**src/rtl/sram_sequencer.sv**
```systemverilog
// Registered SETUP/STROBE/HOLD sequencer for a 16-bit asynchronous SRAM.
// Define SRAM_SEQ_BYTE_MASK_EN to drive UbN/LbN from the request byte enables.
module sram_sequencer #(
    parameter int ADDR_W     = 18,
    parameter int SETUP_CYC  = 1,
    parameter int STROBE_CYC = 2,
    parameter int HOLD_CYC   = 1
) (
    input  logic              i_clk,
    input  logic              i_rstn,
    input  logic              i_reqValid,
    output logic              o_reqReady,
    input  logic              i_reqWr,
    input  logic [ADDR_W-1:0] i_reqAddr,
    input  logic [15:0]       i_reqData,
    input  logic [1:0]        i_reqByteEn,
    output logic              o_rspValid,
    output logic [15:0]       o_rspData,
    output logic [ADDR_W-1:0] o_sramAddr,
    output logic [15:0]       o_sramDqOut,
    output logic              o_sramDqOe,
    input  logic [15:0]       i_sramDqIn,
    output logic              o_sramWeN,
    output logic              o_sramOeN,
    output logic              o_sramCeN,
    output logic              o_sramUbN,
    output logic              o_sramLbN
);

    if (SETUP_CYC < 1 || SETUP_CYC > 15) begin : g_bad_setup
        $error("sram_sequencer: SETUP_CYC must be 1..15");
    end
    if (STROBE_CYC < 1 || STROBE_CYC > 15) begin : g_bad_strobe
        $error("sram_sequencer: STROBE_CYC must be 1..15");
    end
    if (HOLD_CYC < 1 || HOLD_CYC > 15) begin : g_bad_hold
        $error("sram_sequencer: HOLD_CYC must be 1..15");
    end

    localparam logic [3:0] SETUP_LD  = 4'(SETUP_CYC - 1);
    localparam logic [3:0] STROBE_LD = 4'(STROBE_CYC - 1);
    localparam logic [3:0] HOLD_LD   = 4'(HOLD_CYC - 1);

    typedef enum logic [1:0] {
        IDLE   = 2'd0,
        SETUP  = 2'd1,
        STROBE = 2'd2,
        HOLD   = 2'd3
    } state_t;

    state_t     state_q;
    state_t     state_d;
    logic [3:0] phase_q;
    logic       wr_q;
    logic       phase_done;
    logic       accept;
    logic       ub_n_acc;
    logic       lb_n_acc;

    assign o_reqReady = (state_q == IDLE);
    assign accept     = i_reqValid && o_reqReady;
    assign phase_done = (phase_q == 4'd0);

`ifdef SRAM_SEQ_BYTE_MASK_EN
    assign ub_n_acc = ~i_reqByteEn[1];
    assign lb_n_acc = ~i_reqByteEn[0];
`else
    logic unused_byte_en;
    assign unused_byte_en = ^i_reqByteEn;
    assign ub_n_acc = 1'b0;
    assign lb_n_acc = 1'b0;
`endif

    always_comb begin
        state_d = state_q;
        case (state_q)
            IDLE:    if (accept)     state_d = SETUP;
            SETUP:   if (phase_done) state_d = STROBE;
            STROBE:  if (phase_done) state_d = HOLD;
            HOLD:    if (phase_done) state_d = IDLE;
            default:                 state_d = IDLE;
        endcase
    end

    always_ff @(posedge i_clk or negedge i_rstn) begin
        if (!i_rstn) begin
            state_q     <= IDLE;
            phase_q     <= 4'd0;
            wr_q        <= 1'b0;
            o_rspValid  <= 1'b0;
            o_rspData   <= 16'h0000;
            o_sramAddr  <= '0;
            o_sramDqOut <= 16'h0000;
            o_sramDqOe  <= 1'b0;
            o_sramWeN   <= 1'b1;
            o_sramOeN   <= 1'b1;
            o_sramCeN   <= 1'b1;
            o_sramUbN   <= 1'b1;
            o_sramLbN   <= 1'b1;
        end else begin
            state_q    <= state_d;
            o_rspValid <= 1'b0;
            case (state_q)
                IDLE: begin
                    if (accept) begin
                        wr_q        <= i_reqWr;
                        o_sramAddr  <= i_reqAddr;
                        o_sramDqOut <= i_reqData;
                        o_sramDqOe  <= i_reqWr;
                        o_sramCeN   <= 1'b0;
                        o_sramUbN   <= ub_n_acc;
                        o_sramLbN   <= lb_n_acc;
                        phase_q     <= SETUP_LD;
                    end
                end
                SETUP: begin
                    if (phase_done) begin
                        phase_q   <= STROBE_LD;
                        o_sramWeN <= ~wr_q;
                        o_sramOeN <= wr_q;
                    end else begin
                        phase_q <= phase_q - 4'd1;
                    end
                end
                STROBE: begin
                    if (phase_done) begin
                        phase_q    <= HOLD_LD;
                        o_sramWeN  <= 1'b1;
                        o_sramOeN  <= 1'b1;
                        o_rspValid <= 1'b1;
                        // Sample DQ while OeN is still low on this edge
                        if (!wr_q) o_rspData <= i_sramDqIn;
                    end else begin
                        phase_q <= phase_q - 4'd1;
                    end
                end
                HOLD: begin
                    if (phase_done) begin
                        o_sramCeN  <= 1'b1;
                        o_sramUbN  <= 1'b1;
                        o_sramLbN  <= 1'b1;
                        o_sramDqOe <= 1'b0;
                    end else begin
                        phase_q <= phase_q - 4'd1;
                    end
                end
                default: ;
            endcase
        end
    end

endmodule

```
**config.mk**
```make
export PLATFORM = sky130hd
export DESIGN_NAME = sram_sequencer
export DESIGN_NICKNAME = d
export VERILOG_FILES = /design/src/rtl/sram_sequencer.sv
export SDC_FILE = /design/constraint.sdc
export NUM_CORES = 1
export LEC_CHECK = 0
export CAP_MARGIN = 5
export CORE_AREA = 5 5 83 85
export CTS_CLUSTER_DIAMETER = 40
export DETAILED_ROUTE_END_ITERATION = 10
export DIE_AREA = 0 0 88 90
export HOLD_SLACK_MARGIN = 0.12
export PLACE_DENSITY = 0.83
export SLEW_MARGIN = 20
export SYNTH_ARGS = -nofsm -noshare
export SYNTH_HDL_FRONTEND = slang
export SYNTH_SLANG_ARGS = --single-unit
```
**constraint.sdc**
```tcl
create_clock -name i_clk -period 3.4 [get_ports i_clk]
set_input_delay 0.68 -clock i_clk [delete_from_list [all_inputs] [get_ports i_clk]]
set_output_delay 0.68 -clock i_clk [all_outputs]
set_load 0.01 [all_outputs]
```
==> impl_results.md <==
- Crit share post-route: between 70% and 80%
- Hold crit path type: flip-flop to flip-flop
- Initial Util: ~42%
- Crit path launch: state_q[0]
- Setup crit end kind: output pin
- P_leak: around 0.0017 uW
- Multi-input gate area: ~970 um2
- Clock group share of total power: 15.6%
- Share of post-route cells with drive strength above 1: 25.2%
- I/O Pins: about 110
- Post-synth EDFFs: 0
- Antenna Nets Post-Route: 0
- Worst-path clk slew: ~70 ps
- Cts bufs inserted: 9
- GR Util All Layers: around 16%
- Vias in the first global route: roughly 1.9k
- Synth warnings: 0
- Routed Wire Length: between 6 and 7 mm
- Ant diodes: 0
- Status: finished clean
- Antenna violations before repair: 0
- Area share of the leading cell type in the synthesized netlist: between 50% and 60%
- Post-synthesis average cell area: between 15 and 20 um2
- Final net count: 351
- Power density over cell area: slightly below 1000 nW/um2
- Max Clock Freq: slightly below 400 MHz
- Top post-synthesis cells by area: dfrtp_1, mux2_2, mux2_4
- Crit Path Class: flip-flop to output pin
- Psw: approximately 1300 uW
- Netlist cell types: 37
- Worst reg2reg path depth: 5
- Largest net degree at the start of global routing: 63
- TritonCTS clock tree: built
- Util after Layout: roughly 64%
- Port bufs: about 110
- Crit-path cells: inv_1 -> ha_1 -> clkdlybuf4s50_1
- Maximum vdd drop: slightly above 0.5 mV
- Syn_nets: around 240
- Sequential share of power: roughly 34%
- Non-Filler Instances: ~370
- DPL Wire Length: 4.40 mm
- Max-cap check violation count: 0
- Reg2Reg Capture Point: o_rspData[8]
- FF+latch area: between 1500 and 2000 um2
- First-pass GRT wire length: 9.70 mm
- Final Critical Period: 2540 ps
- Actual slew at the worst max-slew pin: roughly 770 ps
- Flops & latches, synth: 62
- Skew-Pair Late Insertion Delay: between 300 and 400 ps
- Reg2Reg Setup Slack: 1310 ps
- Cell area after synthesis: 2600 um2
- Mapped Cells: roughly 170
- Startpoint type of the worst setup path: flip-flop
- DR vias/cell: ~5.0
- Worst r2r src: phase_q[0]
- Hold buffers post-CTS: 0
- CORE AREA: 6130 um2
- CTS resizes: 0
- Area Growth Syn to Fin: 51.8%
- CP Buf/Inv Count: 2
- Synth Flop Type: dfrtp_1
- Max Slew Vio Count: 0
- Most numerous cell in the Yosys netlist: dfrtp_1
- Logic pwr share: roughly half
- Post-CTS Setup Repair Bufs: 0
- CP max-delay cell: clkdlybuf4s50_1
- Register area share after synthesis: 59.8%
- Slew HR: about half
- CP peak stage delay: around 620 ps
- Residual DRC: 0
- Top post-synthesis cells by count: dfrtp_1, mux2_2, mux2_4
- Hold EP: o_sramDqOut[0]
- Sw frac: between 30% and 40%
- Data arrival, critical path: ~1900 ps
- GRT Residual Overflow: 0
- Routed wire per std cell: approximately 16 um
- RSZ-0062 raised after global routing: false
- Worst Path Max Fanout: 12
- Vert. Die Dim: about 90 um
- Clk sink count: 62
- Clock skew: 13.6 ps
- Clk root buf: clkbuf_8
- Final Hold Vio Count: 0
- Number of fill cells in the layout: 509
- Final setup vio count: 0
- Inst Count DP: about 360
- P_int: ~2700 uW
- Hold path cells: 1
- Clock Path Buffers: 2
- Die area: 7920 um2
- DRT iter0 DRCs: 66
- Routability congestion estimate from global placement: approximately 0.8
- CTS H-tree depth: 3
- Synth area leader: dfrtp_1
- Hold_sp: o_sramDqOut[0]
- Async SR Flop Fraction: 100%
- Final TNS setup: 0 ps
- CP top delay family: buffers and inverters
- Die span in x: roughly 88 um
- Via Count: about 1.8k
- TritonRoute pass-1 iters: 4
- Hold Slack: between 500 and 600 ps
- Row Count: 29
- Critical path required time: around 2700 ps
==> power groups by stage <==
stage	Clock [uW]	Sequential (uW)	Combinational (uW)
detailed placement	0	1350	1980
CTS	630	1340	1990
finish	610	1340	1960
global route	667	1390	2110
global placement	0	1320	1940
floorplan	0	1490	895
==> sequential cells by signal, summed over array words and instances, names as in the netlist, 2 cells and up <==
signal	flops
phase_q	4
o_sramDqOut	16
o_sramAddr	18
state_q	2
o_rspData	16
==> layout by cell type, fill, tap and decap left out, types with 3 or more instances in the layout <==
master             n
clkdlybuf4s50_1  110
mux2_4            10
clkinv_2           4
mux2_2            41
nor2_1             6
a31oi_1            3
nor3_1             3
dfrtp_1           59
inv_1              6
ha_1               6
clkbuf_8           9
dfstp_2            3
==> through the flow <==
| step | worst slack [ps] | instance area (um2) | total power [uW] |
|---|---|---|---|
| 2_1_floorplan | 1730 | 2600 | 2390 |
| 3_3_place_gp | 1250 | 3770 | 3260 |
| 3_5_place_dp | 1220 | 3770 | 3330 |
| 4_1_cts | 859 | 3950 | 3960 |
| 5_1_grt | 758 | 3950 | 4160 |
| 6_report | 863 | 3950 | 3910 |
==> final cells by class <==
class	count	area share [%]
Clock buffer	11	3.32
Clock inverter	5	1.27
Tap cell	77	2.44
Inverter	6	0.570
Sequential cell	62	39.4
Multi-Input combinational cell	97	24.7
Timing Repair Buffer	113	28.4
==> per-layer routing <==
layer / track usage [%] / part of all wire [%] / vias up
met5: 0 / 0 / -
met4: 4.99 / 1.0 / 0
met3: 5.48 / 8.7 / 7
met2: 23.9 / 49 / 71
met1: 20.6 / 42 / 917
li1: - / - / 852
==> how the worst max path moves through the flow <==
stage | endpoint | slack, ps | cells past startpoint
after floorplan | phase_q[0] | 1730 | 5
after global placement | o_sramDqOut[14] | 1250 | 4
after detailed placement | o_reqReady | 1220 | 3
after CTS | o_reqReady | 860 | 3
after global routing | o_reqReady | 760 | 3
final | o_reqReady | 860 | 3
==> cells by family (layout without fill, tap and decap cells) <==
| family | count (synthesis) | count (layout) | synth area share [%] |
|---|---|---|---|
| compound gates | 17 | 17 | 4.76 |
| fa+ha+maj | 6 | 6 | 2.88 |
| buf+inv | 14 | 135 | 2.79 |
| flops | 62 | 62 | 59.8 |
| mux | 52 | 52 | 23.9 |
| simple gates | 22 | 22 | 5.91 |
Note: power is estimated with default switching activity, not from simulation.
